--- src/rtl/systolic_pkg.sv ---
// Shared definitions for the systolic array datapath: FSM state encoding and a
// signed saturation helper usable at any width up to 64 bits.
package systolic_pkg;

   typedef enum logic [2:0] {
      StIdle   = 3'b001,
      StStream = 3'b010,
      StDone   = 3'b100
   } state_e;

   localparam int unsigned SatW = 64;

   // Caller sign-extends into SatW bits and truncates the result to out_w bits.
   function automatic logic signed [SatW-1:0] sat_signed(input logic signed [SatW-1:0] val,
                                                        input int unsigned out_w);
      logic signed [SatW-1:0] max_v;
      logic signed [SatW-1:0] min_v;
      max_v = (64'sd1 <<< (out_w - 1)) - 64'sd1;
      min_v = -max_v - 64'sd1;
      if (val > max_v) begin
         return max_v;
      end else if (val < min_v) begin
         return min_v;
      end
      return val;
   endfunction

endpackage

--- src/rtl/systolic_sat.sv ---
// Combinational signed saturator from DATA_W down to OUT_W bits.
module systolic_sat
   import systolic_pkg::*;
#(
   parameter int unsigned DATA_W = 32,
   parameter int unsigned OUT_W  = 16
) (
   input  logic [DATA_W-1:0] din,
   output logic [OUT_W-1:0]  dout
);

   logic signed [SatW-1:0] din_ext;

   always_comb begin
      din_ext = SatW'($signed(din));
      dout    = OUT_W'(sat_signed(din_ext, OUT_W));
   end

endmodule

--- src/rtl/systolic_drain.sv ---
// Drain stage: snapshots saturated PE accumulators on out_rdy and streams them
// row-major over val/rdy, then holds drain_done until out_rdy drops.
module systolic_drain
   import systolic_pkg::*;
#(
   parameter int unsigned SIZE   = 4,
   parameter int unsigned DATA_W = 32,
   parameter int unsigned OUT_W  = 16
) (
   input  logic              clk,
   input  logic              rst_n,
   input  logic              out_rdy,
   input  logic [DATA_W-1:0] acc [SIZE][SIZE],
   output logic              send_val,
   input  logic              send_rdy,
   output logic [OUT_W-1:0]  send_msg,
   output logic              send_last,
   output logic              drain_done
);

   localparam int unsigned NumElem = SIZE * SIZE;
   localparam int unsigned IdxW    = $clog2(NumElem);
   localparam logic [IdxW-1:0] LastIdx = IdxW'(NumElem - 1);

   state_e          state_q;
   logic [IdxW-1:0] idx_q;
   logic [OUT_W-1:0] snap_q [NumElem];
   logic [OUT_W-1:0] sat_w  [NumElem];

   for (genvar r = 0; r < SIZE; r++) begin : g_row
      for (genvar c = 0; c < SIZE; c++) begin : g_col
         systolic_sat #(
            .DATA_W (DATA_W),
            .OUT_W  (OUT_W)
         ) u_sat (
            .din  (acc[r][c]),
            .dout (sat_w[r*SIZE+c])
         );
      end
   end

   always_ff @(posedge clk or negedge rst_n) begin
      if (!rst_n) begin
         state_q <= StIdle;
         idx_q   <= '0;
         for (int i = 0; i < NumElem; i++) begin
            snap_q[i] <= '0;
         end
      end else begin
         unique case (state_q)
            StIdle: begin
               if (out_rdy) begin
                  for (int i = 0; i < NumElem; i++) begin
                     snap_q[i] <= sat_w[i];
                  end
                  idx_q   <= '0;
                  state_q <= StStream;
               end
            end
            StStream: begin
               // out_rdy is deliberately ignored here; a started stream always completes.
               if (send_rdy) begin
                  if (idx_q == LastIdx) begin
                     idx_q   <= '0;
                     state_q <= StDone;
                  end else begin
                     idx_q <= idx_q + IdxW'(1);
                  end
               end
            end
            StDone: begin
               if (!out_rdy) begin
                  state_q <= StIdle;
               end
            end
            default: state_q <= StIdle;
         endcase
      end
   end

   always_comb begin
      send_val   = (state_q == StStream);
      send_last  = send_val && (idx_q == LastIdx);
      drain_done = (state_q == StDone);
      send_msg   = snap_q[idx_q];
   end

endmodule
--- config.mk ---
export PLATFORM = sky130hd
export DESIGN_NAME = systolic_drain
export DESIGN_NICKNAME = d
export VERILOG_FILES = /design/src/rtl/systolic_pkg.sv /design/src/rtl/systolic_sat.sv /design/src/rtl/systolic_drain.sv
export SDC_FILE = /design/constraint.sdc
export NUM_CORES = 1
export LEC_CHECK = 0
export CAP_MARGIN = 20
export CORE_AREA = 2 2 206 208
export CTS_CLUSTER_DIAMETER = 100
export DETAILED_ROUTE_END_ITERATION = 16
export DIE_AREA = 0 0 208 210
export PLACE_DENSITY = 0.6
export SLEW_MARGIN = 0
export SYNTH_ARGS = -nofsm -noshare
export SYNTH_HDL_FRONTEND = slang
export SYNTH_SLANG_ARGS = --single-unit
export TNS_END_PERCENT = 5
--- constraint.sdc ---
create_clock -name clk -period 2.5 [get_ports clk]
set_input_delay 0.375 -clock clk [delete_from_list [all_inputs] [get_ports clk]]
set_output_delay 0.375 -clock clk [all_outputs]
set_load 0.01 [all_outputs]
==> results.md <==
- Status: complete, but fails checks
- Failing checks: negative setup slack
- Area Overhead vs Synth: 58.0%
- Pwr Density: ~1000 mW/mm²
- Final core occ: 0.511
- Leakage: 8.15 nW
- Worst r2r path cells: 5
- RSZ-0062 raised after global routing: yes
- Buffers on Ports: around 530
- WS Path Type: reg2out
- Slew @ Worst Pin: around 1100 ps
- Drt drc: 0
- DR vias/cell: 5.90
- Layout cells sized above 1: 0.174
- Reg2reg start: state_q[1]
- Final setup fails: 16
- Placed Cells incl. Taps: roughly 2100
- Die X: ~210 µm
- Die area: 0.0437 mm²
- CTS root buf: clkbuf_16
- Syn nets: around 1600
- Clk slew on worst S/H paths: 60 ps
- Drt first pass iters: 5
- Minimum clock period: around 2800 ps
- Critical path peak fanout: 6
- Setup TNS: -4310 ps
- Clk_lat worst skew: between 500 and 600 ps
- Final ANT Viol Nets: 0
- Clock Tree Buf Depth: 3
- First-pass GRT wire length: approximately 85000 µm
- Worst Path Required: about 2100 ps
- I/O pins: roughly 540
- R2r endpoint: snap_q[246]
- Layout Cells excl Fill: 2178
- HP Class: in2async
- Post-Syn Area per Cell: approximately 13 µm²
- All-Layer GR Usage: 0.254
- Sequential area share after synthesis: 0.491
- Clock skew: around 13 ps
- Routability congestion estimate: 0.871
- Initial antenna violation count: 6
- Post-Route WL: roughly 58000 µm
- Critical path arrival: 2460 ps
- Post-DP HPWL: between 40000 and 50000 µm
- Rel. slew slack: 0.250
- Post-synth EDFFs: 0
- Mapped Cells: approximately 1000
- Final worst slack: -336 ps
- DR WL/cell: approximately 26 µm
- Die H: 210 µm
- Fin nets: roughly 2100
- Fin. Hold Viols: 0
- Post-Syn Area: roughly 0.013 mm²
- CTS tree: built
- Fmax: 0.353 GHz
- Vias in the first global route: between 10000 and 15000
- Inserted Clock Buffers: 30
- Yosys warning count: 0
- Maxcap violations: 0
- Grt ovf: 0
- Pin count of the biggest net entering global routing: 70
- Crit start category: flip-flop
- Synth Register Bits: 263
- Distinct cells, synth: between 40 and 50
- Setup slack, reg-to-reg: 340 ps
- IR drop worst, VDD: approximately 500 µV
- Sink Count: between 200 and 300
- DRT iter0 DRCs: approximately 810
- Core Box Area: between 0.04 and 0.05 mm²
- # rows: between 70 and 80
- Post-place instance area: 0.0197 mm²
- Main synth FF type: dfrtp_1
- Setup crit end kind: primary output
- Cell area after layout: ~0.021 mm²
- Slew Limit Fails: 0
- Synth async-reset ratio: 1.00
- Fin crit share: 1.13
- Initial Util: 0.323
- Detailed-route via count: roughly 13000
- CTS H-tree lvls: 1
==> worst max-delay path by stage <==
stage | startpoint | to | slack (ps) | cells after the start
after floorplan | idx_q[0] | send_msg[15] | 540 | 5
after global placement | idx_q[0] | send_msg[6] | -260 | 7
after detailed placement | idx_q[0] | send_msg[6] | -280 | 7
after CTS | idx_q[0] | send_msg[13] | -380 | 6
after global routing | idx_q[0] | send_msg[7] | -400 | 7
final | idx_q[0] | send_msg[13] | -340 | 6
==> report_power, final <==
part / total, mW / leakage, nW / internal, mW / switching (mW)
sequential: 8.10 / 3.13 / 6.44 / 1.66
combinational: 8.43 / 4.52 / 4.69 / 3.74
clock: 4.58 / 0.497 / 2.81 / 1.77
total: 21.1 / 8.15 / 13.9 / 7.17
==> kinds of logic after synthesis <==
kind of cell             count (synthesis)  synth area share
AO/OA/AOI/OAI                          338             0.244
flip-flops                             263             0.491
AND/OR/NAND/NOR                        246             0.118
buffers and inverters                  100            0.0440
multiplexers                            97             0.102
adder cells (fa/ha/maj)                  1          0.000933
==> synth_stat cells, types with 3 or more instances <==
master | n | area, µm²
buf_2 | 40 | 200
a221oi_1 | 32 | 280
a22oi_1 | 16 | 120
nand2_1 | 54 | 203
o21ai_0 | 18 | 90.1
a211oi_1 | 4 | 30.0
a221o_2 | 3 | 33.8
and4_1 | 16 | 140
inv_1 | 5 | 18.8
buf_4 | 16 | 120
buf_6 | 14 | 158
mux2i_1 | 65 | 651
nor4_1 | 64 | 400
nor3_2 | 16 | 160
nand4_1 | 64 | 400
or4_4 | 12 | 135
dfrtp_1 | 262 | 6560
a21oi_1 | 4 | 20.0
mux4_2 | 32 | 721
a21oi_4 | 16 | 260
nor2_1 | 6 | 22.5
a221o_1 | 237 | 2370
clkbuf_1 | 24 | 90.1
or4_1 | 4 | 30.0
==> layer usage <==
metal / vias to the layer above / GRT usage / part of all wire
li1: 5674 / - / -
met1: 6472 / 0.318 / 0.40
met2: 619 / 0.442 / 0.50
met3: 87 / 0.0565 / 0.073
met4: 4 / 0.0729 / 0.029
met5: - / 0 / 0.00045
==> registers in the layout, indices dropped and copies added (netlist names) <==
| register | count |
|---|---|
| idx_q | 4 |
| state_q | 3 |
| snap_q | 256 |
==> metrics by stage <==
step	worst slack, ps	hold WS [ps]	power (mW)
after global placement	-258	378	16.0
after floorplan	542	79.4	12.4
after global routing	-399	413	22.1
after CTS	-376	392	20.9
after detailed placement	-276	374	16.1
final	-336	379	21.1
==> worst max-delay path: stages (launching register included) <==
cell     delay [ps]
dfrtp_4         540
buf_12          160
buf_6           110
mux4_2          570
a22oi_1         190
nand2_1         150
buf_2           180
==> timing repair <==
item	4_1_cts	5_1_grt
pin swaps	30	9
hold endpoints to repair	61	0
gates cloned	3	0
resized for setup	99	28
setup endpoints to repair	18	18
buffers inserted	13	7
hold buffers	1	0
==> placed cells by master (no fill, tap or decap), types with 21 or more instances in the layout <==
cell,count
clkbuf_16,31
mux4_2,32
buf_4,70
clkdlybuf4s50_1,516
buf_12,21
nand4_1,64
a221o_1,237
dfrtp_1,260
mux2i_1,59
nand2_1,53
nor4_1,64
==> layout make-up <==
class                   count  area, µm²
clock buffers              45        878
repair buffers            632       6410
clock inverters             7        139
well taps                 539        674
flip-flops and latches    263       6590
fillers                  3709      20300
inverters                   6       22.5
diodes                      4       10.0
multi-input cells         682       6470
(Power assumes the default switching activity.)
